`src/rtl/adder_seq_ctrl_pkg.sv`:
```
// Shared definitions for the nibble-serial adder controller.
package adder_seq_ctrl_pkg;

    localparam int unsigned NIBBLE        = 4;
    localparam int unsigned DEFAULT_WIDTH = 16;
    localparam int unsigned NIBBLE_COUNT  = DEFAULT_WIDTH / NIBBLE;

    typedef enum logic [1:0] {
        IDLE = 2'd0,
        RUN  = 2'd1,
        DONE = 2'd2
    } state_t;

    // Number of nibble steps needed for an operand of the given width.
    function automatic int unsigned nibble_count(input int unsigned width);
        return width / NIBBLE;
    endfunction

endpackage

```
`src/rtl/adder_seq_ctrl_if.sv`:
```
// Requester/consumer bundle of the adder controller.
interface adder_seq_ctrl_if
    import adder_seq_ctrl_pkg::*;
#(
    parameter int unsigned WIDTH = DEFAULT_WIDTH
);
    logic             req0_valid;
    logic             req0_ready;
    logic [WIDTH-1:0] req0_a;
    logic [WIDTH-1:0] req0_b;
    logic             req0_cin;

    logic             req1_valid;
    logic             req1_ready;
    logic [WIDTH-1:0] req1_a;
    logic [WIDTH-1:0] req1_b;
    logic             req1_cin;

    logic             rsp_valid;
    logic             rsp_ready;
    logic             rsp_id;
    logic [WIDTH-1:0] rsp_sum;
    logic             rsp_cout;
    logic             busy;

    modport master (
        output req0_valid, req0_a, req0_b, req0_cin,
        output req1_valid, req1_a, req1_b, req1_cin,
        output rsp_ready,
        input  req0_ready, req1_ready,
        input  rsp_valid, rsp_id, rsp_sum, rsp_cout, busy
    );

    modport slave (
        input  req0_valid, req0_a, req0_b, req0_cin,
        input  req1_valid, req1_a, req1_b, req1_cin,
        input  rsp_ready,
        output req0_ready, req1_ready,
        output rsp_valid, rsp_id, rsp_sum, rsp_cout, busy
    );

endinterface

```
`src/rtl/adder_seq_ctrl_nibble_adder.sv`:
```
// 4-bit combinational adder shared by both requesters.
module nibble_adder (
    input  logic [3:0] a,
    input  logic [3:0] b,
    input  logic       cin,
    output logic [3:0] s,
    output logic       cout
);

    logic [4:0] total;

    // Full 4-bit add with carry in/out.
    always_comb begin
        total = {1'b0, a} + {1'b0, b} + {4'b0000, cin};
        s     = total[3:0];
        cout  = total[4];
    end

endmodule

```
`src/rtl/adder_seq_ctrl.sv`:
```
// Two-requester arbiter that time-shares one nibble adder, producing a
// WIDTH-bit sum one nibble per cycle, LSB first.
module adder_seq_ctrl
    import adder_seq_ctrl_pkg::*;
#(
    parameter int unsigned WIDTH = DEFAULT_WIDTH
) (
    input  logic            clk,
    input  logic            rst_n,
    adder_seq_ctrl_if.slave bus
);

    localparam int unsigned NIBBLES = nibble_count(WIDTH);
    localparam int unsigned CNT_W   = $clog2(NIBBLES + 1);

    if ((WIDTH % NIBBLE) != 0 || WIDTH < 8) begin : g_width_check
        $error("adder_seq_ctrl: WIDTH must be a multiple of 4 and at least 8");
    end

    state_t           state;
    logic             rr_q;
    logic             rdy0_q;
    logic             rdy1_q;
    logic             carry_q;
    logic             id_q;
    logic [CNT_W-1:0] cnt_q;
    logic [WIDTH-1:0] a_q;
    logic [WIDTH-1:0] b_q;
    logic [WIDTH-1:0] acc_q;
    logic [NIBBLE-1:0] nib_s;
    logic             nib_cout;
    logic             pick0;
    logic             pick1;

    // Ready is a registered grant qualified by the live valid, so it is
    // never high without a request (including while held in reset).
    assign bus.req0_ready = rdy0_q & bus.req0_valid;
    assign bus.req1_ready = rdy1_q & bus.req1_valid;
    assign bus.busy       = (state != IDLE);

    // Round-robin pick between the current requests.
    always_comb begin
        pick0 = 1'b0;
        pick1 = 1'b0;
        if (bus.req0_valid && bus.req1_valid) begin
            pick0 = ~rr_q;
            pick1 = rr_q;
        end else begin
            pick0 = bus.req0_valid;
            pick1 = bus.req1_valid;
        end
    end

    nibble_adder u_nibble_adder (
        .a    (a_q[NIBBLE-1:0]),
        .b    (b_q[NIBBLE-1:0]),
        .cin  (carry_q),
        .s    (nib_s),
        .cout (nib_cout)
    );

    // Control FSM and datapath. Operands shift right one nibble per RUN
    // cycle while the sum shifts in from the top; the extra RUN cycle at
    // cnt == NIBBLES publishes the finished result into the rsp registers.
    always_ff @(posedge clk or negedge rst_n) begin
        if (!rst_n) begin
            state        <= IDLE;
            rr_q         <= 1'b0;
            rdy0_q       <= 1'b0;
            rdy1_q       <= 1'b0;
            carry_q      <= 1'b0;
            id_q         <= 1'b0;
            cnt_q        <= '0;
            a_q          <= '0;
            b_q          <= '0;
            acc_q        <= '0;
            bus.rsp_valid <= 1'b0;
            bus.rsp_sum   <= '0;
            bus.rsp_cout  <= 1'b0;
            bus.rsp_id    <= 1'b0;
        end else begin
            unique case (state)
                IDLE: begin
                    if (bus.req0_ready || bus.req1_ready) begin
                        state  <= RUN;
                        rdy0_q <= 1'b0;
                        rdy1_q <= 1'b0;
                        cnt_q  <= '0;
                        acc_q  <= '0;
                        if (bus.req0_ready) begin
                            a_q     <= bus.req0_a;
                            b_q     <= bus.req0_b;
                            carry_q <= bus.req0_cin;
                            id_q    <= 1'b0;
                            rr_q    <= 1'b1;
                        end else begin
                            a_q     <= bus.req1_a;
                            b_q     <= bus.req1_b;
                            carry_q <= bus.req1_cin;
                            id_q    <= 1'b1;
                            rr_q    <= 1'b0;
                        end
                    end else begin
                        rdy0_q <= pick0;
                        rdy1_q <= pick1;
                    end
                end
                RUN: begin
                    if (cnt_q == CNT_W'(NIBBLES)) begin
                        state         <= DONE;
                        bus.rsp_valid <= 1'b1;
                        bus.rsp_sum   <= acc_q;
                        bus.rsp_cout  <= carry_q;
                        bus.rsp_id    <= id_q;
                    end else begin
                        acc_q   <= {nib_s, acc_q[WIDTH-1:NIBBLE]};
                        a_q     <= a_q >> NIBBLE;
                        b_q     <= b_q >> NIBBLE;
                        carry_q <= nib_cout;
                        cnt_q   <= cnt_q + CNT_W'(1);
                    end
                end
                DONE: begin
                    if (bus.rsp_ready) begin
                        state         <= IDLE;
                        bus.rsp_valid <= 1'b0;
                    end
                end
                default: state <= IDLE;
            endcase
        end
    end

endmodule

```
`src/flat_wrapper.sv`:
```
// flat-port wrapper written by rule: the top's interface ports become plain ports
module adder_seq_ctrl_flat import adder_seq_ctrl_pkg::*;
#(
    parameter int unsigned WIDTH = DEFAULT_WIDTH
)
  (clk, rst_n, bus_req0_valid, bus_req0_a, bus_req0_b, bus_req0_cin, bus_req1_valid, bus_req1_a, bus_req1_b, bus_req1_cin, bus_rsp_ready, bus_req0_ready, bus_req1_ready, bus_rsp_valid, bus_rsp_id, bus_rsp_sum, bus_rsp_cout, bus_busy);
  adder_seq_ctrl_if #(.WIDTH(WIDTH)) bus_i ();
  input  logic clk;
  input  logic rst_n;
  input wire logic [$bits(bus_i.req0_valid)-1:0] bus_req0_valid;
  input wire logic [$bits(bus_i.req0_a)-1:0] bus_req0_a;
  input wire logic [$bits(bus_i.req0_b)-1:0] bus_req0_b;
  input wire logic [$bits(bus_i.req0_cin)-1:0] bus_req0_cin;
  input wire logic [$bits(bus_i.req1_valid)-1:0] bus_req1_valid;
  input wire logic [$bits(bus_i.req1_a)-1:0] bus_req1_a;
  input wire logic [$bits(bus_i.req1_b)-1:0] bus_req1_b;
  input wire logic [$bits(bus_i.req1_cin)-1:0] bus_req1_cin;
  input wire logic [$bits(bus_i.rsp_ready)-1:0] bus_rsp_ready;
  output wire logic [$bits(bus_i.req0_ready)-1:0] bus_req0_ready;
  output wire logic [$bits(bus_i.req1_ready)-1:0] bus_req1_ready;
  output wire logic [$bits(bus_i.rsp_valid)-1:0] bus_rsp_valid;
  output wire logic [$bits(bus_i.rsp_id)-1:0] bus_rsp_id;
  output wire logic [$bits(bus_i.rsp_sum)-1:0] bus_rsp_sum;
  output wire logic [$bits(bus_i.rsp_cout)-1:0] bus_rsp_cout;
  output wire logic [$bits(bus_i.busy)-1:0] bus_busy;
  assign bus_i.req0_valid = bus_req0_valid;
  assign bus_i.req0_a = bus_req0_a;
  assign bus_i.req0_b = bus_req0_b;
  assign bus_i.req0_cin = bus_req0_cin;
  assign bus_i.req1_valid = bus_req1_valid;
  assign bus_i.req1_a = bus_req1_a;
  assign bus_i.req1_b = bus_req1_b;
  assign bus_i.req1_cin = bus_req1_cin;
  assign bus_i.rsp_ready = bus_rsp_ready;
  assign bus_req0_ready = bus_i.req0_ready;
  assign bus_req1_ready = bus_i.req1_ready;
  assign bus_rsp_valid = bus_i.rsp_valid;
  assign bus_rsp_id = bus_i.rsp_id;
  assign bus_rsp_sum = bus_i.rsp_sum;
  assign bus_rsp_cout = bus_i.rsp_cout;
  assign bus_busy = bus_i.busy;
  adder_seq_ctrl #(.WIDTH(WIDTH)) u_core (.clk(clk), .rst_n(rst_n), .bus(bus_i));
endmodule
```
`config.mk`:
```
export PLATFORM = sky130hd
export DESIGN_NAME = adder_seq_ctrl_flat
export DESIGN_NICKNAME = d
export VERILOG_FILES = /design/src/rtl/adder_seq_ctrl_pkg.sv /design/src/rtl/adder_seq_ctrl_if.sv /design/src/rtl/adder_seq_ctrl_nibble_adder.sv /design/src/rtl/adder_seq_ctrl.sv /design/src/flat_wrapper.sv
export SDC_FILE = /design/constraint.sdc
export NUM_CORES = 1
export LEC_CHECK = 0
export BUFFER_PORTS_ARGS = -buffer_cell sky130_fd_sc_hd__buf_2
export CAP_MARGIN = 20
export CORE_ASPECT_RATIO = 0.9
export CORE_MARGIN = 3
export CORE_UTILIZATION = 54
export CTS_BUF_LIST = sky130_fd_sc_hd__clkbuf_4 sky130_fd_sc_hd__clkbuf_8
export CTS_CLUSTER_SIZE = 24
export DETAILED_ROUTE_END_ITERATION = 8
export GPL_TIMING_DRIVEN = 1
export PLACE_DENSITY_LB_ADDON = 0.1
export SYNTH_ARGS = -nofsm -noshare
export SYNTH_HDL_FRONTEND = slang
export SYNTH_SLANG_ARGS = --single-unit
```
`constraint.sdc`:
```
create_clock -name clk -period 2.7 [get_ports clk]
set_clock_uncertainty 0.2 [all_clocks]
set_input_delay 0 -clock clk [delete_from_list [all_inputs] [get_ports clk]]
set_output_delay 0 -clock clk [all_outputs]
set_load 0.005 [all_outputs]
```
==> results of run 1 <==
cells by family after synthesis:
| logic type | Yosys count | share of synthesized area |
|---|---|---|
| AO/OA/AOI/OAI | 92 | 0.181 |
| buffers and inverters | 33 | 0.0434 |
| adder cells (fa/ha/maj) | 7 | 0.0278 |
| XOR/XNOR | 2 | 0.00475 |
| AND/OR/NAND/NOR | 134 | 0.144 |
| multiplexers | 26 | 0.0767 |
| flip-flops | 77 | 0.523 |
power by group through the flow:
stage	logic, mW	registers (mW)	clock network, mW
2_1_floorplan	1.82	1.95	0
3_3_place_gp	2.32	2.00	0
3_5_place_dp	2.39	2.03	0
4_1_cts	2.82	2.00	0.896
5_1_grt	3.16	2.09	0.952
6_report	2.85	2.02	0.876
placed cells by master (no fill, tap or decap), types with 3 or more instances in the layout:
cell and n:
o21ai_0 20, a21oi_1 3, o22ai_1 3, ha_1 5
clkbuf_8 10, nand2_1 99, inv_1 7, mux2_2 16
buf_4 6, a311oi_1 25, a21o_1 27, clkinv_2 3
dlygate4sd3_1 71, o31ai_1 9, buf_2 91, mux2i_1 8
nor2_1 26, dfrtp_1 77
worst min-delay path by stage:
stage                   from  depth (start not counted)                endpoint  slack [ns]
6_report               rst_n                          2  u_core.bus.rsp_sum[10]        0.13
5_1_grt        bus_rsp_ready                          3         u_core.state[1]        0.18
4_1_cts        bus_rsp_ready                          3         u_core.state[1]        0.17
3_5_place_dp   bus_rsp_ready                          2         u_core.state[1]        0.01
3_3_place_gp           rst_n                          1  u_core.bus.rsp_sum[10]        0.01
2_1_floorplan          rst_n                          0           u_core.a_q[0]       -0.50
sequential cells by signal (all words and copies together) (netlist names), 2 cells and up:
| register | count |
|---|---|
| u_core.b_q | 16 |
| u_core.bus.rsp_sum | 16 |
| u_core.a_q | 16 |
| u_core.acc_q | 16 |
| u_core.cnt_q | 3 |
| u_core.state | 2 |
per-layer routing:
metal / global-route usage / share of wire / vias up
met3: 0.0627 / 0.058 / 18
met4: 0.0679 / 0.022 / 0
met5: 0 / 0 / -
met2: 0.396 / 0.50 / 129
li1: - / - / 1597
met1: 0.327 / 0.42 / 1601
per-stage QoR:
step,cell area [sq um],hold WS [ns],std cells,util,setup slack [ns]
2_1_floorplan,3690,-0.496,371,-,0.469
3_3_place_gp,4190,0.00995,531,0.659,0.407
3_5_place_dp,4190,0.0149,531,0.659,0.360
4_1_cts,5100,0.170,618,0.803,0.163
5_1_grt,5100,0.180,618,0.804,0.0197
6_report,5100,0.127,618,0.804,0.148
final cells by class:
type                            instances  share of cell area
Tap cell                               87              0.0213
Timing Repair Buffer                  169               0.241
Clock buffer                           10              0.0270
Sequential cell                        77               0.378
Inverter                                8             0.00588
Multi-Input combinational cell        261               0.315
Clock inverter                          6              0.0123
repair_timing:
| item | 4_1_cts | 5_1_grt |
|---|---|---|
| resized for setup | 0 | 1 |
| hold buffers | 71 | 0 |
| endpoints found under the setup margin | 0 | 3 |
| hold endpoints to repair | 114 | 0 |
worst reg2reg max path, stage by stage, from the launching register on:
cell	delay, ns
dfrtp_1	0.42
inv_1	0.07
ha_1	0.24
nand2_1	0.12
a22oi_2	0.27
buf_4	0.27
a311oi_1	0.08
dlygate4sd3_1	0.60
a21o_1	0.17
==> impl_metrics.ini, run 1 <==
[outcome]
outcome = finished, final reports clean

[layout]
antenna_cells = 0
drive_gt1_frac = 0.254
layout.nets = 604
multi_input_area_sq_mm = 0.00161
syn_to_final_growth_pct = 38.5
seq_area_sq_mm = 0.00193
fillers = 431

[pwr]
p_clk_frac = 0.153
power.leakage_nw = 2.66
power_mw = 5.74
ir_drop_uv = 715
switching_power_mw = 2.17
power.density_mw_per_mm2 = 1130
p_sw_frac = 0.378
pwr-share-seq = 0.351
p_int_mw = 3.57
combPwrFrac = 0.496

[critical_path]
startpoint = u_core.cnt_q[0]
crit_chain = inv_1, ha_1, nand2_1, a22oi_2, buf_4, a311oi_1, dlygate4sd3_1, a21o_1
crit_path_top_delay_cell = dlygate4sd3_1
worstPathRequired_ns = 2.73
crit_buf_inv = 3
reg2reg_slack_ns = 0.15
reg2reg_from = u_core.cnt_q[0]
cpPeakStageDelay_ns = 0.60
cp_num_cells = 8
crit_arrival_ns = 2.58
end_kind = flip-flop
critical_path_class = flip-flop to flip-flop
reg2reg_depth = 8
critPathTopFamily = buffers and inverters
r2r-end = u_core.a_q[4]
crit_path_start_kind = flip-flop
crit_end = u_core.a_q[4]
critical_path.max_fanout = 19

[sta]
hold_violations = 0
finalSetupViolCount = 0
tns_ns = 0
fin_crit_sh = 0.945
report.final.slew_viol_count = 0
fmax_mhz = 392
relSlewSlack = 0.358
grt_setup_unrepaired = no
post-route-min-period_ns = 2.55
worst_pin_slew_ns = 0.964

[yosys]
ys_seq_elements = 77
yosysMostFrequentCell = nand2_1
ys_top_cells_by_count = nand2_1, dfrtp_1, a21o_1
synthArstFlopShare = 1.00
synth_edf_count = 0
synth-warning-count = 0
synth_top_area_share = 0.523
synthesis.area_sq_mm = 0.00369
yosysTopAreaCell = dfrtp_1
syn_nets = 449
synth_area_per_cell_sq_um = 9.94
synth_seq_area_share = 0.523
ys.flop_type = dfrtp_1
synthTopCellsByArea = dfrtp_1, nand2_1, a311oi_1
ys_types = 32
synth_cells = 371

[die]
ioPinCount = 93
die_height_um = 84.4
core_area_sq_mm = 0.00635
start_util = 0.580
die_area_sq_mm = 0.00785
rows = 27
fp.dieW_um = 93.1

[clock_network]
cts_sinks = 77
root_buffer = clkbuf_8
htree_levels = 3
cts_buffers = 9
cts_tree = yes
clk-insertion-delay-late_ns = 0.35
cts_setup_buffers = 0
cts.clk_slew.worst_paths_ns = 0.09
clock_path_buffers = 2

[placement]
hpwlAfterDp_mm = 5.51
portBuffers = 92
place_congestion = 0.778

[route]
vias = 3345
route.detailed.drc = 0
drtAntennaViolNets = 0
drt_iter0_markers = 219
viasPerCell = 5.41
routedWlPerCell_um = 14.8
wirelength_mm = 9.16
drt_first_pass_iters = 5

[grt]
antenna_found_initial = 0
grt_usage = 0.244
grt_pass1_vias = 3247
grt.overflow.total = 0
grt_pass1_wl_mm = 15.4
grt_start_max_net_pins = 78

[min_path]
hp-class = input pin to asynchronous set/reset pin

[run]
maxCapViolations = 0
(Power assumes the default switching activity.)
==> run 2, diff against run 1 <==
ABC_AREA = 1   (was not set)
==> impl_metrics.ini, run 2 <==
[pwr]
p_sw_frac = 0.415
p_clk_frac = 0.158
power.density_mw_per_mm2 = 1090
ir_drop_uv = 617
power.leakage_nw = 2.68
switching_power_mw = 2.38
combPwrFrac = 0.505
p_int_mw = 3.36
power_mw = 5.74
pwr-share-seq = 0.337

[layout]
mostFrequentLayoutCell = nand3_1
drive_gt1_frac = 0.202
syn_to_final_growth_pct = 36.1
design_area_sq_mm = 0.00525
layout.nets = 696
fin_cells = 713
fillers = 454
final_util = 0.776
final_cell_mix = nand3_1, nand2_1, buf_2, dfrtp_1, dlygate4sd3_1
antenna_cells = 0

[placement]
dp_cells = 624
place_ws_ns = 0.722
portBuffers = 92
hpwlAfterDp_mm = 5.73
place_congestion = 0.780
dpl_cell_area_sq_mm = 0.00431

[critical_path]
crit_chain = nand2_4, nand2_1, dlygate4sd3_1, nand3_1, dlygate4sd3_1, nand3_1, nand2_1
reg2reg_depth = 7
cpPeakStageDelay_ns = 0.60
crit_path_start_kind = flip-flop
crit_path_top_delay_cell = dlygate4sd3_1
crit_arrival_ns = 2.39
critical_path.max_fanout = 12
worstPathRequired_ns = 2.75
reg2reg_slack_ns = 0.36
reg2reg_from = u_core.rdy0_q
critical_path_class = flip-flop to flip-flop
r2r-end = u_core.b_q[10]
end_kind = flip-flop

[die]
start_util = 0.570
ioPinCount = 93
fp.dieW_um = 95.1
die_height_um = 86.2
rows = 28
core_area_sq_mm = 0.00676
die_area_sq_mm = 0.00819

[min_path]
hp-class = input pin to asynchronous set/reset pin

[yosys]
synthTopCellsByArea = dfrtp_1, nand3_1, nand2_1
synthesis.area_sq_mm = 0.00386
ys_seq_elements = 77
ys.flop_type = dfrtp_1
ys_top_cells_by_count = nand3_1, nand2_1, dfrtp_1
synth_top_area_share = 0.500
synth-adder-area-share = 0.0266
synthArstFlopShare = 1.00
synth_top_family_by_area = simple AND/OR/NAND/NOR gates
synth_cells = 467
synth_compound_area_frac = 0.0594
synth_area_per_cell_sq_um = 8.26
synthMuxAreaShare = 0
synthSimpleGateAreaFrac = 0.335
synth-warning-count = 0
yosysTopAreaCell = dfrtp_1
synth_seq_area_share = 0.500
syn_nets = 545
yosysMostFrequentCell = nand3_1
synth_edf_count = 0
synth_xor_area_frac = 0.00454
ys_types = 24

[sta]
post-route-min-period_ns = 2.34
hold_violations = 0
report.final.slew_viol_count = 0
fin_ws_ns = 0.360
fin_crit_sh = 0.867
fmax_mhz = 427
worst_pin_slew_ns = 0.938
relSlewSlack = 0.375
hold_slack_ns = 0.138
grt_setup_unrepaired = no
finalSetupViolCount = 0
tns_ns = 0

[outcome]
outcome = finished, final reports clean

[run]
maxCapViolations = 0

[grt]
antenna_found_initial = 0
grt_start_max_net_pins = 78
grt_pass1_vias = 3786
grt_pass1_wl_mm = 17.2
grt_usage = 0.269
grt.overflow.total = 0

[clock_network]
cts.clk_slew.worst_paths_ns = 0.09
cts_buffers = 9
htree_levels = 3
root_buffer = clkbuf_8
clock_path_buffers = 2
cts_setup_buffers = 0
clk-insertion-delay-late_ns = 0.36
cts_resized = 0
cts_tree = yes
cts_sinks = 77

[route]
route.detailed.drc = 0
met3_wirelength_um = 558
m1WireLength_mm = 4.27
routedWlPerCell_um = 14.3
met2_wirelength_mm = 5.14
viasPerCell = 5.35
top_layer = met4
wirelength_mm = 10.2
vias = 3812
drt_first_pass_iters = 7
drt_iter0_markers = 279
drtAntennaViolNets = 0
run 2: changes by cell type after synthesis, moves of 8 or more:
cell / change
a311oi_1: -25
inv_1: +17
nand2_1: +20
nor2_1: -25
or2_1: +19
o21ai_0: -17
o21ai_1: +22
o31ai_1: -8
a21o_1: -27
o22ai_1: +10
mux2_2: -16
nand3_1: +126
mux2i_1: -8
run 2: cell type report:
class	count	area (sq um)	area share
Clock buffer	9	124	0.0236
Clock inverter	7	81.3	0.0155
Inverter	28	105	0.0200
Multi-Input combinational cell	330	1640	0.313
Sequential cell	77	1930	0.367
Tap cell	90	113	0.0215
Timing Repair Buffer	172	1260	0.240
run 2: cells by family (layout without fill, tap and decap cells):
family / Yosys count / count (layout)
compound gates: 42 / 42
xor+xnor: 2 / 2
fa+ha+maj: 7 / 7
buf+inv: 60 / 216
flops: 77 / 77
simple gates: 279 / 279
run 2: power groups by stage:
| stage | clock, mW | combinational (mW) | sequential, mW |
|---|---|---|---|
| 2_1_floorplan | 0 | 1.99 | 1.90 |
| 3_3_place_gp | 0 | 2.48 | 1.93 |
| 3_5_place_dp | 0 | 2.55 | 1.94 |
| 4_1_cts | 0.926 | 2.87 | 1.93 |
| 5_1_grt | 0.985 | 3.26 | 1.99 |
| 6_report | 0.906 | 2.90 | 1.93 |
run 2: worst max-delay path by stage:
stage	startpoint	endpoint
finish	u_core.rdy0_q	u_core.b_q[10]
global route	u_core.rdy0_q	u_core.b_q[10]
CTS	u_core.rdy0_q	u_core.b_q[11]
detailed placement	u_core.b_q[0]	u_core.carry_q
global placement	u_core.b_q[0]	u_core.carry_q
floorplan	u_core.b_q[0]	u_core.carry_q
run 2: repair_timing:
| item | in CTS | in global routing |
|---|---|---|
| hold endpoints to repair | 115 | 0 |
| hold buffers | 73 | 0 |
| setup endpoints to repair | 0 | 0 |
run 2: layer usage:
layer,GRT usage,up-vias
li1,-,1849
met1,0.330,1801
met2,0.456,137
met3,0.0720,25
met4,0.0944,0
met5,0,-
run 2: critical path: cells and delay by family, from the launching register on:
kind,cells,cell delay [ns]
flops,1,0.40
simple gates,5,0.47
buf+inv,2,1.15
==> run 3, diff against run 2 <==
==> constraint.sdc (replaced) <==
create_clock -name clk -period 2.7 [get_ports clk]
set_clock_uncertainty 0.2 [all_clocks]
set_input_delay 0.54 -clock clk [delete_from_list [all_inputs] [get_ports clk]]
set_output_delay 0.54 -clock clk [all_outputs]
set_load 0.005 [all_outputs]
==> impl_metrics.ini, run 3 (same netlist as run 2, synthesis figures left out) <==
[placement]
hpwlAfterDp_mm = 5.81
place_congestion = 0.779
portBuffers = 92

[route]
wirelength_mm = 8.57
drtAntennaViolNets = 0
vias = 3411
drt_first_pass_iters = 4
routedWlPerCell_um = 13.3
viasPerCell = 5.30
route.detailed.drc = 0
drt_iter0_markers = 171

[grt]
antenna_found_initial = 0
grt_pass1_vias = 3252
grt.overflow.total = 0
grt_start_max_net_pins = 58
grt_usage = 0.231
grt_pass1_wl_mm = 14.8

[die]
start_util = 0.570
die_height_um = 86.2
rows = 28
core_area_sq_mm = 0.00676
die_area_sq_mm = 0.00819
ioPinCount = 93
fp.dieW_um = 95.1

[pwr]
ir_drop_uv = 529
power.leakage_nw = 2.41
power.density_mw_per_mm2 = 1170

[critical_path]
reg2reg_from = u_core.b_q[0]
worstPathRequired_ns = 1.96
critical_path.max_fanout = 13
crit_path_start_kind = flip-flop
critical_path_class = flip-flop to primary output
startpoint = u_core.rdy0_q
end_kind = primary output
crit_arrival_ns = 1.50

[layout]
syn_to_final_growth_pct = 17.6
fillers = 589
layout.nets = 626
final_cell_mix = nand3_1, nand2_1, buf_2, dfrtp_1, inv_1
drive_gt1_frac = 0.231
antenna_cells = 0
mostFrequentLayoutCell = nand3_1

[clock_network]
cts_setup_buffers = 0
clk-insertion-delay-late_ns = 0.36
cts.clk_slew.worst_paths_ns = 0.08
cts_buffers = 9
cts_resized = 0
cts_sinks = 77
cts_tree = yes
htree_levels = 3
root_buffer = clkbuf_8
clock_path_buffers = 2
cts_hold_buf = 1

[sta]
tns_ns = 0
report.final.slew_viol_count = 0
hold_slack_ns = 0.182
finalSetupViolCount = 0
fin_crit_sh = 0.830
worst_pin_slew_ns = 0.593
post-route-min-period_ns = 2.24
relSlewSlack = 0.603
grt_setup_unrepaired = no
fmax_mhz = 446
hold_violations = 0

[run]
maxCapViolations = 0

[min_path]
hp-class = input pin to flip-flop
hold_path_startpoint = bus_rsp_ready

[outcome]
outcome = finished, final reports clean
==> run 3: cell types whose count changed in the layout (fill, tap and decap cells not counted), sizes merged <==
cell         change
inv              -1
clkinv           +1
buf              +2
dlygate4sd3     -72
bufinv           -1
clkinvlp         +1
==> run 3: final cells by class <==
type                    instances  area, sq um  area share
well taps                      90          113      0.0248
repair buffers                102          566       0.125
clock inverters                 7         58.8      0.0130
inverters                      28          105      0.0232
clock buffers                   9          124      0.0273
flip-flops and latches         77         1930       0.425
multi-input cells             330         1640       0.362
==> run 3: per-stage QoR <==
stage / cells / worst slack (ns) / cell area, sq um / utilization / total power, mW
CTS: 643 / 0.436 / 4530 / 0.670 / 5.34
global placement: 626 / 0.605 / 4340 / 0.642 / 4.41
finish: 643 / 0.460 / 4530 / 0.670 / 5.29
detailed placement: 626 / 0.580 / 4340 / 0.642 / 4.52
floorplan: 467 / 0.819 / 3860 / - / 3.89
global route: 643 / 0.359 / 4530 / 0.670 / 5.81
==> run 3: worst paths after layout <==
kind	cells after the start	endpoint	slack [ns]
setup / recovery	3	bus_req0_ready	0.46
hold / removal	2	u_core.state[1]	0.18
setup reg to reg	6	u_core.carry_q	0.75
hold reg to reg	2	u_core.bus.rsp_cout	0.28
max in group asynchronous	3	u_core.id_q	1.25
min in group asynchronous	2	u_core.acc_q[7]	0.46
==> run 3: where the power goes <==
part,switching [mW],internal [mW]
Sequential,0.254,1.68
Combinational,1.56,0.987
Clock,0.462,0.348
Total,2.28,3.01
==> run 3: worst max-delay path, stage by stage, from the launching register on <==
cell      delay [ns]
dfrtp_1         0.41
nand2_4         0.15
clkinv_1        0.33
buf_2           0.25
==> run 3: metal layers <==
layer / up-vias / wire (um) / track usage
met5: - / 0 / 0
met4: 0 / 110 / 0.0734
met3: 10 / 446 / 0.0564
met2: 87 / 4100 / 0.373
met1: 1614 / 3910 / 0.308
li1: 1700 / - / -
